[src/rtl/ahb_pwm_multi.sv]
// ahb_pwm_multi: multi-channel PWM peripheral on an AHB-Lite slave port.
// One shared period counter drives NUM_CH duty comparators. PERIOD and DUTY
// are written into shadow registers and copied into the active registers
// at period wrap (or continuously while RUN=0), so a running waveform never
// glitches. A sticky WRAP flag provides a level interrupt.
//
// Build option: define AHB_PWM_POLARITY_EN to add the POLARITY register at
// 0x00C, which inverts individual channel outputs.
//
// Bus handshake: an address phase is accepted when hsel & hready & htrans[1];
// the following cycle is its data phase, which always completes in one cycle
// (hready_resp=1, hresp=OKAY). A write commits hwdata at the end of the data
// phase while hready=1; a read returns data from the registered address.
//
// Reset: HRESETn is synchronous and active-high (HRESETn=1 resets).

module ahb_pwm_multi #(
    parameter int NUM_CH = 4,
    parameter int CNT_W  = 16,
    parameter int ADDR_W = 12
) (
    input  logic              HCLK,
    input  logic              HRESETn,
    input  logic              hsel,
    input  logic [31:0]       haddr,
    input  logic [1:0]        htrans,
    input  logic              hwrite,
    input  logic [2:0]        hsize,
    input  logic [31:0]       hwdata,
    input  logic              hready,
    output logic [31:0]       hrdata,
    output logic              hready_resp,
    output logic [1:0]        hresp,
    output logic [NUM_CH-1:0] pwm_out,
    output logic              irq
);

    localparam int CTRL_W = 2 + NUM_CH;
    localparam int WORD_W = ADDR_W - 2;

    // Registered address phase
    logic              valid_q;
    logic              write_q;
    logic [WORD_W-1:0] word_q;

    // Programmer-visible registers
    logic [CTRL_W-1:0] ctrl_q;
    logic [CNT_W-1:0]  period_sh;
    logic [CNT_W-1:0]  duty_sh [NUM_CH];
    logic              wrap_q;
    logic [NUM_CH-1:0] pol_q;

    // Counter and active copies
    logic [CNT_W-1:0]  cnt;
    logic [CNT_W-1:0]  period_act;
    logic [CNT_W-1:0]  duty_act [NUM_CH];

    logic              run;
    logic [NUM_CH-1:0] ch_en;
    logic              irq_en;
    logic              wrap_evt;
    logic              wr_en;
    logic              sel_ctrl;
    logic              sel_period;
    logic              sel_status;
    logic              sel_pol;
    logic [NUM_CH-1:0] sel_duty;
    logic [NUM_CH-1:0] pwm_level;
    logic [31:0]       rdata;

    // hsize, byte-lane and upper address bits carry no meaning here.
    logic unused_bits;
    assign unused_bits = ^{hsize, haddr[1:0], haddr[31:ADDR_W], hwdata[31:CNT_W]};

    assign run      = ctrl_q[0];
    assign irq_en   = ctrl_q[1];
    assign ch_en    = ctrl_q[CTRL_W-1:2];
    assign wrap_evt = run && (cnt == period_act);
    assign wr_en    = valid_q && write_q && hready;

    // Word-offset decode of the registered address
    always_comb begin
        sel_ctrl   = (word_q == WORD_W'(0));
        sel_period = (word_q == WORD_W'(1));
        sel_status = (word_q == WORD_W'(2));
`ifdef AHB_PWM_POLARITY_EN
        sel_pol    = (word_q == WORD_W'(3));
`else
        sel_pol    = 1'b0;
`endif
        for (int i = 0; i < NUM_CH; i++) begin
            sel_duty[i] = (word_q == WORD_W'(4 + i));
        end
    end

    // Capture the address phase whenever the bus advances
    always_ff @(posedge HCLK) begin
        if (HRESETn) begin
            valid_q <= 1'b0;
            write_q <= 1'b0;
            word_q  <= '0;
        end else if (hready) begin
            valid_q <= hsel && htrans[1];
            write_q <= hwrite;
            word_q  <= haddr[ADDR_W-1:2];
        end
    end

    // Control and shadow register writes
    always_ff @(posedge HCLK) begin
        if (HRESETn) begin
            ctrl_q    <= '0;
            period_sh <= '0;
            for (int i = 0; i < NUM_CH; i++) duty_sh[i] <= '0;
        end else if (wr_en) begin
            if (sel_ctrl)   ctrl_q    <= hwdata[CTRL_W-1:0];
            if (sel_period) period_sh <= hwdata[CNT_W-1:0];
            for (int i = 0; i < NUM_CH; i++) begin
                if (sel_duty[i]) duty_sh[i] <= hwdata[CNT_W-1:0];
            end
        end
    end

`ifdef AHB_PWM_POLARITY_EN
    // Per-channel output inversion
    always_ff @(posedge HCLK) begin
        if (HRESETn)                pol_q <= '0;
        else if (wr_en && sel_pol)  pol_q <= hwdata[NUM_CH-1:0];
    end
`else
    assign pol_q = '0;
`endif

    // Sticky WRAP flag: a wrap in the same cycle as a clear keeps it set
    always_ff @(posedge HCLK) begin
        if (HRESETn)                                  wrap_q <= 1'b0;
        else if (wrap_evt)                            wrap_q <= 1'b1;
        else if (wr_en && sel_status && hwdata[0])    wrap_q <= 1'b0;
    end

    // Shared period counter; actives track shadows when idle, reload at wrap
    always_ff @(posedge HCLK) begin
        if (HRESETn) begin
            cnt        <= '0;
            period_act <= '0;
            for (int i = 0; i < NUM_CH; i++) duty_act[i] <= '0;
        end else if (!run || wrap_evt) begin
            cnt        <= '0;
            period_act <= period_sh;
            for (int i = 0; i < NUM_CH; i++) duty_act[i] <= duty_sh[i];
        end else begin
            cnt <= cnt + CNT_W'(1);
        end
    end

    // Per-channel compare against the active duty
    always_comb begin
        for (int i = 0; i < NUM_CH; i++) begin
            pwm_level[i] = run && ch_en[i] && (cnt < duty_act[i]);
        end
    end

    // Registered outputs, one cycle behind the counter
    always_ff @(posedge HCLK) begin
        if (HRESETn) pwm_out <= '0;
        else         pwm_out <= pwm_level ^ pol_q;
    end

    // Read mux; unimplemented bits and unmapped offsets return 0
    always_comb begin
        rdata = '0;
        if (sel_ctrl)   rdata[CTRL_W-1:0] = ctrl_q;
        if (sel_period) rdata[CNT_W-1:0]  = period_sh;
        if (sel_status) rdata[0]          = wrap_q;
        if (sel_pol)    rdata[NUM_CH-1:0] = pol_q;
        for (int i = 0; i < NUM_CH; i++) begin
            if (sel_duty[i]) rdata[CNT_W-1:0] = duty_sh[i];
        end
    end

    assign hrdata      = (!HRESETn && valid_q && !write_q) ? rdata : 32'h0;
    assign hready_resp = 1'b1;
    assign hresp       = 2'b00;
    assign irq         = wrap_q && irq_en;

endmodule
[config.mk]
export PLATFORM = sky130hd
export DESIGN_NAME = ahb_pwm_multi
export DESIGN_NICKNAME = d
export VERILOG_FILES = /design/src/rtl/ahb_pwm_multi.sv
export SDC_FILE = /design/constraint.sdc
export NUM_CORES = 1
export LEC_CHECK = 0
export ABC_CLOCK_PERIOD_IN_PS = 4720
export BUFFER_PORTS_ARGS = -buffer_cell sky130_fd_sc_hd__buf_2
export CAP_MARGIN = 40
export CORE_MARGIN = 5
export CORE_UTILIZATION = 50
export CTS_CLUSTER_SIZE = 20
export DETAILED_ROUTE_END_ITERATION = 10
export GPL_TIMING_DRIVEN = 0
export PLACE_DENSITY = 0.66
export SETUP_SLACK_MARGIN = 0.5
export SYNTH_ARGS = -nofsm -noshare
export SYNTH_HDL_FRONTEND = slang
export SYNTH_SLANG_ARGS = --single-unit
[constraint.sdc]
create_clock -name HCLK -period 4.72 [get_ports HCLK]
set_input_delay 0.236 -clock HCLK [delete_from_list [all_inputs] [get_ports HCLK]]
set_output_delay 0.236 -clock HCLK [all_outputs]
set_load 0.01 [all_outputs]
# --- Yosys cells after proc, flatten, opt, wreduce, memory -nomap -nowiden ---
# Memories as Yosys holds them, arrays and structs flattened.
# Cells that the tools add are included.
# W data, S select, Z words.
totals:
  register_bits: 71
  latchBits: 0
  mem_bits_rw: 128
  rom_bits: 0
  in_bits: 74
  out_inout_bits: 40
  wordCells: 96
  n_memories: 2
op_classes:
  addsub: 1
  mul: 0
  div: 0
  order_cmp: 4
  n_eq_ne: 7
  n_shift: 0
  mux: 39
  bitwise_logic: 8
  n_reduce_logical: 26
mem_list:
  columns: ["memory", "words", "word_bits", "rd", "rd_ports_with_merged_regs", "write_ports", "line_no", "text"]
  rows:
  - ["duty_act", 4, 16, 4, 0, 4, "56", "logic [CNT_W-1:0] duty_act [NUM_CH];"]
  - ["duty_sh", 4, 16, 4, 0, 4, "49", "logic [CNT_W-1:0] duty_sh [NUM_CH];"]
op_table:
  columns: ["cell", "n"]
  rows:
  - ["$mux W16", 14]
  - ["$lt A16 B16 Y1", 4]
  - ["$eq A10 B3 Y1 const B", 4]
  - ["$mux W1", 24]
  - ["$logic_and A1 B1 Y1", 17]
  - ["$add A16 B1 Y16 const B", 1]
  - ["$eq A16 B16 Y1", 1]
  - ["$eq A10 B1 Y1 const B", 1]
  - ["$eq A10 B2 Y1 const B", 1]
  - ["$logic_not A10 Y1", 1]
  - ["$or A1 B1 Y1", 8]
  - ["$mux W6", 1]
  - ["$reduce_and A2 Y1", 2]
  - ["$logic_not A1 Y1", 3]
  - ["$reduce_bool A2 Y1", 1]
  - ["$reduce_or A2 Y1", 1]
  - ["$logic_or A1 B1 Y1", 1]

# --- Longest topological paths before layout ---
# Gate-level depths: netlist of the first run.
depth:
  depth_word: 9
  mapped_depth: 8

# --- Worst setup path before layout of the first run ---
# No wires, ideal clock.
synth_timing:
  kind: "register -> register"
  start: "register cnt[0]"
  end: "memory duty_act[0][0] (enable)"
  setup_time_ps: 453
  arrival_time_ps: 3478
  required_time_ps: 4267
  path_slack_ps: 789
  stages_incl_launch_ff: 8
  synth_period_minus_slack_ps: 3931
  path_cell_list: "dfxtp_1 -> clkbuf_1 -> xnor2_1 -> nand4_1 -> nor4_1 -> nand2b_1 -> clkbuf_1 -> clkbuf_1"
synth_lines:
  columns: ["element", "line_no", "text"]
  rows:
  - ["from (decl)", "54", "logic [CNT_W-1:0] cnt;"]
  - ["from (signal assigned)", "152", "cnt <= cnt + CNT_W'(1);"]
  - ["to (decl)", "56", null]

# --- Worst setup path after layout of the first run ---
layout_timing:
  start: "register word_q[2]"
  end: "output port hrdata[5]"
layout_via:
  elab_chain_cells: 8
  word_cells_on_any_way: 13
  classes_between: "5 x eq/ne; 7 x mux; 1 x reduce/logical"
layout_lines:
  columns: ["element", "line_no", "text"]
  rows:
  - ["from (decl)", "44", "logic [WORD_W-1:0] word_q;"]
  - ["from (signal assigned)", "105", "word_q <= haddr[ADDR_W-1:2];"]
  - ["$logic_not A10 Y1", "83", "sel_ctrl = (word_q == WORD_W'(0));"]
  - ["$mux W6", "172", "if (sel_ctrl) rdata[CTRL_W-1:0] = ctrl_q;"]
  - ["$mux W16", "173", "if (sel_period) rdata[CNT_W-1:0] = period_sh;"]
  - ["$mux W16 (3 in series)", "177", "if (sel_duty[i]) rdata[CNT_W-1:0] = duty_sh[i];"]
  - ["$mux W16 *", "177", null]
  - ["$mux W16 *", "181", "assign hrdata = (!HRESETn && valid_q && !write_q) ? rdata : 32'h0;"]
  - ["to (decl)", "31", "output logic [31:0] hrdata,"]
# Mark *: on every way between the ends. The rest lies on a longest branch, timed or not.

==> metrics, run 1 <==
result of the run finished, final reports clean; CTS root buffer clkbuf_16; Achievable Freq ~0.3 GHz; number of placed instances with taps included around 1,300; area of the die 23,300 um2; max cap viols 0; commonest register cell after synthesis edfxtp_1; grt ovf 0; Async SR Flop Fraction 0%; H-tree lvl count 4; utilization after layout between 50% and 60%; initial antenna violation count 0; weighted congestion reported at the end of routability-driven placement between 0.8 and 0.9; leakage about 5 nW; Tcrit/Tclk final 71.5%; Resized cells post-CTS 0; Hold-fix buffers, CTS 0; critical path class reg2out; number of placed I/O pins 114; crit path launch type register; First-pass DRT Iterations 5; Syn Inst Count 960; Arrival @ worst endpoint around 3100 ps; sum of net half-perimeters after detailed placement roughly 19,000 um; TritonCTS clock tree done; count of buffers inserted at the top-level ports just over 50; worst hold stages 3; overall die height about 150 um; Total Wirelength approximately 25,000 um; sequential element share of the synthesized area 51.8%; count of state elements after synthesis between 150 and 200; number of cells on the worst reg-to-reg path 7; average cell area after synthesis approximately 11 um2; Setup Viol. Count Final 0; placeable core area between 20,000 and 25,000 um2; final routed DRC violation total 0; number of buffers inserted by post-CTS setup repair 0; largest net degree at the start of global routing 67; number of rows created at floorplan 52; type of the most critical hold path in2reg; post-layout total power ~3.5 mW; Iter 0 DRT Violations between 600 and 700; critical path data required time approximately 4500 ps; Worst setup EP type output port; relative area change from synthesis to final layout 12.7%; actual slew at the worst max-slew pin between 800 and 900 ps; vias in the first global route 6,871; time the worst path needs with I/O delays and setup roughly 3400 ps; detail-routed net length per standard cell 18.9 um; warnings from Yosys 0; Starting Density 50.5%; later-pin clock latency in the skew report 440 ps; total via count in the routed design between 6,000 and 7,000; Worst Min Path Start haddr[11]; final setup TNS 0 ps; unrepaired setup endpoints after global routing no; worst r2r src word_q[0]$_SDFFE_PP0P_; non-filler instance count after layout approximately 1,300; power density over the cells between 300 and 400 nW/um2; maximum number of buffers from clock root to sink 2; chip width ~150 um; Setup Skew around 9.5 ps; number of sinks on the clock net 199; wire length of the first global-routing pass around 39,000 um; Cell Area, Synth about 10,000 um2; number of nets in the layout ~1,200; endpoint with the worst hold slack word_q[9]$_SDFFE_PP0P_; CTS clock-pin slew for the worst setup and hold paths around 70 ps; Max Transition Viols Final 0; max_slew headroom 40.4%; count of endpoints failing hold in the final timing report 0; number of buffers inserted during clock tree synthesis 17; global router's overall resource usage 22.0%; layout cells sized above 1 13.0%; critical register-to-register path endpoint duty_sh[3][7]$_SDFFCE_PN0P_; maximum ir drop on the vdd rail around 260 uV; distinct cell type count after synthesis 50; antenna viol nets, final 0; count of flip-flops with a built-in enable after synthesis around 130; reg2reg setup slack about 1600 ps; post-detailed-route via-to-cell ratio between 5 and 6; Max Fanout on Critical Path 10; number of antenna repair diodes 0
==> cells in the final DEF, fill, tap and decap left out, drive strengths merged, types with 8 or more instances in the layout <==
cell	instances
a21o	15
a21oi	45
a221oi	9
and2	132
buf	83
clkbuf	51
conb	19
dfxtp	71
edfxtp	128
ha	61
inv	71
mux2	11
mux2i	39
nand2	70
nand2b	8
nand3	11
nand4	17
nor2	76
nor2b	22
nor3	9
o21a	9
o21ai	19
o22ai	14
xnor2	21
xor2	9
==> area by class of cell <==
| class | instances | area, um2 |
|---|---|---|
| well taps | 270 | 338 |
| clock inverters | 15 | 143 |
| repair buffers | 55 | 314 |
| fillers | 1732 | 8660 |
| inverters | 65 | 244 |
| flip-flops and latches | 199 | 5270 |
| clock buffers | 17 | 425 |
| plain buffers | 63 | 330 |
| multi-input cells | 650 | 4390 |
==> worst max-delay path by stage <==
stage                                      start                            to  slack [ps]  depth (start not counted)
final                     word_q[2]$_SDFFE_PP0P_                     hrdata[5]        1340                          6
after global routing      word_q[2]$_SDFFE_PP0P_                     hrdata[5]        1300                          6
after CTS                 word_q[2]$_SDFFE_PP0P_                     hrdata[5]        1410                          6
after detailed placement       cnt[0]$_SDFF_PP0_  duty_act[3][7]$_SDFFCE_PN0P_        1650                          8
after global placement         cnt[9]$_SDFF_PP0_  duty_act[3][4]$_SDFFCE_PN0P_        -980                          6
after floorplan                cnt[0]$_SDFF_PP0_  duty_act[0][0]$_SDFFCE_PN0P_         790                          7
==> layer usage <==
| layer | share of wire, % | GRT usage (%) | up-vias | wire, um |
|---|---|---|---|---|
| met2 | 46 | 35.4 | 226 | 11600 |
| met5 | 0 | 0 | - | 0 |
| li1 | - | - | 3445 | - |
| met4 | 1.6 | 5.90 | 0 | 402 |
| met1 | 46 | 31.4 | 3293 | 11700 |
| met3 | 5.9 | 3.29 | 31 | 1480 |
==> critical path, cell delays in order (launching register included) <==
cell and delay [ps]:
dfxtp_1 340, clkbuf_1 540, clkbuf_1 390, clkbuf_1 590
a22oi_1 200, a211oi_1 430, buf_2 210
==> through the flow <==
stage | hold slack (ps) | cell area [um2] | worst slack [ps]
after floorplan | 376 | 10200 | 789
after global placement | 465 | 10800 | -979
after detailed placement | 473 | 10900 | 1650
after CTS | 21.0 | 11400 | 1410
after global routing | 43.8 | 11400 | 1300
final | 30.2 | 11400 | 1340
==> state kept, by name, summed over array words and instances, names as in the netlist <==
register	flops
cnt	16
duty_act	64
ctrl_q	6
period_sh	16
write_q	1
period_act	16
valid_q	1
duty_sh	64
wrap_q	1
pwm_out	4
word_q	10
==> kinds of logic after synthesis <==
kind of cell,synth area share (%)
compound gates,8.55
xor+xnor,2.59
fa+ha+maj,7.51
buf+inv,5.62
flops,51.8
mux,5.06
other cells,0.0739
simple gates,18.8
==> synthesized netlist by cell type, types with 20 or more instances <==
library cell | instances | share of area, %
a21oi_1 | 45 | 2.2
and2_1 | 132 | 8.1
buf_4 | 20 | 1.5
clkbuf_1 | 32 | 1.2
dfxtp_1 | 71 | 14
edfxtp_1 | 128 | 38
ha_1 | 61 | 7.5
inv_1 | 65 | 2.4
mux2i_1 | 39 | 3.8
nand2_1 | 70 | 2.6
nor2_1 | 74 | 2.7
nor2b_1 | 22 | 1.4
xnor2_1 | 21 | 1.8
==> power breakdown <==
group	total, mW	switching [mW]	internal [mW]
clock network	1.42	0.679	0.739
registers	1.91	0.0244	1.89
logic	0.214	0.135	0.0796
total	3.55	0.838	2.71
(Power assumes the default switching activity.)
==> run 2: changes to the inputs <==
--- a/config.mk
+++ b/config.mk
@@ -5,7 +5,7 @@
 export SDC_FILE = /design/constraint.sdc
 export NUM_CORES = 1
 export LEC_CHECK = 0
-export ABC_CLOCK_PERIOD_IN_PS = 4720
+export ABC_CLOCK_PERIOD_IN_PS = 3050
 export BUFFER_PORTS_ARGS = -buffer_cell sky130_fd_sc_hd__buf_2
 export CAP_MARGIN = 40
 export CORE_MARGIN = 5
@@ -13,7 +13,7 @@
 export CTS_CLUSTER_SIZE = 20
 export DETAILED_ROUTE_END_ITERATION = 10
 export GPL_TIMING_DRIVEN = 0
-export PLACE_DENSITY = 0.66
+export PLACE_DENSITY = 0.69
 export SETUP_SLACK_MARGIN = 0.5
 export SYNTH_ARGS = -nofsm -noshare
 export SYNTH_HDL_FRONTEND = slang
==> constraint.sdc (replaced) <==
create_clock -name HCLK -period 3.05 [get_ports HCLK]
set_input_delay 0.1525 -clock HCLK [delete_from_list [all_inputs] [get_ports HCLK]]
set_output_delay 0.1525 -clock HCLK [all_outputs]
set_load 0.01 [all_outputs]
==> run 2 against run 1 <==
The run now ends with negative hold slack left. Power up 55%. Critical path depth up 2. Global-route usage up 0.090 points. Core utilization up 3.3 points. Worst hold slack worse by 30 ps. Non-clock buffer count up 40. Die area unchanged. Sequential share of layout area down 2.4 points. Via count up 3.8%. Largest power group unchanged.
==> metrics, run 2 (synthesis gave the netlist of run 1 again) <==
result of the run complete, but fails checks (was finished, final reports clean); failing checks negative hold slack; later-pin clock latency in the skew report 440 ps (about the same); vias in the first global route 6,843 (was 6,871); H-tree lvl count 4 (unchanged); global router's overall resource usage 22.1% (was 22.0%); antenna viol nets, final 0 (unchanged); sw frac 23.4% (was 23.6%); non-filler instance count after layout 1,374 (was 1,334); power density over the cells 454 nW/um2 (was 310 nW/um2); detail-routed net length per standard cell 18.8 um (was 18.9 um); placeable core area 20,100 um2 (unchanged); multi-input logic area 4550 um2 (was 4390 um2); final routed DRC violation total 0 (unchanged); worst hold margin -0.189 ps (was 30.2 ps); wire length of the first global-routing pass 39,600 um (was 39,500 um); max_slew headroom 53.9% (was 40.4%); Iter 0 DRT Violations 492 (was 618); maximum ir drop on the vdd rail 437 uV (was 263 uV); power share of the clock group 39.5% (was 40.0%); Tcrit/Tclk final between 90% and 100%; Worst setup EP type output port (unchanged); number of rows created at floorplan 52 (unchanged); final setup TNS 0 ps (unchanged); Arrival @ worst endpoint 2810 ps (was 3140 ps); internal power consumption 4.22 mW (was 2.71 mW); max cap viols 0 (unchanged); most common cell after layout, fill and taps aside edfxtp_1 (was and2_1); Max Transition Viols Final 0 (unchanged); Sequential cell area 5280 um2 (was 5270 um2); proportion of power drawn by combinational gates 6.7% (was 6.0%); sw power 1.29 mW (was 0.838 mW); time the worst path needs with I/O delays and setup 2960 ps; crit path launch type register (unchanged); grt ovf 0 (unchanged); TritonCTS clock tree done (unchanged); most frequent cells in the layout edfxtp_1 (128), and2_1 (117), nor2_1 (73) (was and2_1 (132), edfxtp_1 (128), nor2_1 (74)); number of antenna repair diodes 0 (unchanged); Reg power frac 53.8% (was 54.0%); Max stage delay on crit path 530 ps (was 590 ps); utilization after layout 60.3% (was 56.9%); number of placed I/O pins 114 (unchanged); weighted congestion reported at the end of routability-driven placement 0.863 (was 0.867); Total Wirelength 25,800 um (was 25,200 um); post-detailed-route via-to-cell ratio 5.29 (was 5.24); overall die height 153 um (unchanged); layout cells sized above 1 20.2% (was 13.0%); post-layout total power 5.50 mW (was 3.55 mW); count of endpoints failing hold in the final timing report 1 (was 0); number of buffers inserted during clock tree synthesis 17 (unchanged); Starting Density 50.5% (unchanged); Setup Viol. Count Final 0 (unchanged); largest net degree at the start of global routing 33 (was 67); Layout fillers 1,612 (was 1,732); relative area change from synthesis to final layout 19.3% (was 12.7%); type of the most critical hold path in2reg (unchanged); Setup Skew 11.2 ps (was 9.52 ps); number of sinks on the clock net 199 (unchanged); count of buffers inserted at the top-level ports 51 (unchanged); chain of cells forming the critical path or4_4 > or3b_4 > or3_4 > buf_8 > buf_4 > a221oi_2 > o21a_1 > buf_2 (was clkbuf_1 > clkbuf_1 > clkbuf_1 > a22oi_1 > a211oi_1 > buf_2); critical path data required time 2900 ps (was 4480 ps); CTS clock-pin slew for the worst setup and hold paths 80 ps (was 70 ps); area of the die 23,300 um2 (unchanged); initial antenna violation count 1 (was 0); First-pass DRT Iterations 5 (unchanged); Max Fanout on Critical Path 7 (was 10); actual slew at the worst max-slew pin 691 ps (was 891 ps); leakage 5.19 nW (was 4.86 nW); maximum number of buffers from clock root to sink 2 (unchanged); critical-path cell with the highest stage delay or4_4 (was clkbuf_1); Achievable Freq 0.338 GHz; number of nets in the layout 1,226 (was 1,186); unrepaired setup endpoints after global routing yes (was no); largest registers duty_act x64, duty_sh x64 (unchanged); critical path class reg2out (unchanged); CTS root buffer clkbuf_16 (unchanged); number of placed instances with taps included 1,300 (was 1,302); sum of net half-perimeters after detailed placement 18,900 um (was 19,200 um); chip width 153 um (unchanged); total via count in the routed design 7,264 (was 6,995)
[run 2: cell count changes in the layout (fill, tap and decap cells not counted), moves of 4 or more]
cell and change:
dfxtp_2 +15, nor3_1 -6, clkbuf_1 -15, and2_4 +15, buf_4 +11, clkbuf_2 +9
buf_6 +11, and2_1 -15, a221oi_1 -4, dlygate4sd3_1 +18, a221oi_2 +4, clkbuf_4 +4
dfxtp_1 -15, nor3_4 +4
[run 2: area by class of cell]
class	count	area share, %
Sequential cell	199	43.6
Multi-Input combinational cell	650	37.5
Timing Repair Buffer	95	6.04
Clock buffer	17	3.51
Buffer	63	3.34
Tap cell	270	2.79
Inverter	65	2.01
Clock inverter	15	1.18
[run 2: metrics by stage]
stage	cell area (um2)	worst slack (ps)	hold slack [ps]
6_report	12100	87.9	-0.189
5_1_grt	12100	19.9	9.63
4_1_cts	11900	82.6	2.75
3_5_place_dp	10900	-409	394
3_3_place_gp	10800	-627	385
2_1_floorplan	10200	514	293
[run 2: path summary, 6_finish.rpt]
check | startpoint | end | slack [ps] | cells past startpoint
worst max register to register | word_q[7]$_SDFFE_PP0P_ | duty_sh[1][6]$_SDFFCE_PN0P_ | 270 | 10
worst min-delay path | hwdata[11] | period_sh[11]$_SDFFE_PP0P_ | -0.2 | 3
worst min register to register | period_sh[0]$_SDFFE_PP0P_ | period_sh[0]$_SDFFE_PP0P_ | 490 | 2
worst max-delay path | word_q[7]$_SDFFE_PP0P_ | hrdata[7] | 90 | 8
[run 2: repair_timing]
item                                    4_1_cts  5_1_grt
cloned                                        2        1
endpoints found under the hold margin        17        0
endpoints found under the setup margin      238      238
gates resized for setup                      54       59
hold buffers                                 18        0
buffers inserted                             14        7
pin swaps                                    15        9
[run 2: power by group through the flow]
stage | clock network [mW] | registers (mW) | logic, mW
global placement | 0 | 3.02 | 0.320
CTS | 2.20 | 2.96 | 0.358
detailed placement | 0 | 3.02 | 0.328
global route | 2.33 | 2.97 | 0.401
floorplan | 0 | 3.00 | 0.217
finish | 2.17 | 2.96 | 0.368
[run 2: critical path: cells and delay by family, from the launching register on]
kind | cells | cell delay, ps
simple gates | 3 | 1260
buf+inv | 3 | 420
compound gates | 2 | 350
flops | 1 | 320
[run 2: metal layers]
metal  share of wire (%)  vias up  routed length [um]  global-route usage [%]
li1                    -     3539                   -                       -
met1                  45     3397               11500                    30.1
met2                  46      271               12000                    36.0
met3                 6.1       55                1580                    4.06
met4                 3.0        2                 767                    7.09
met5               0.027        -                   7                       0
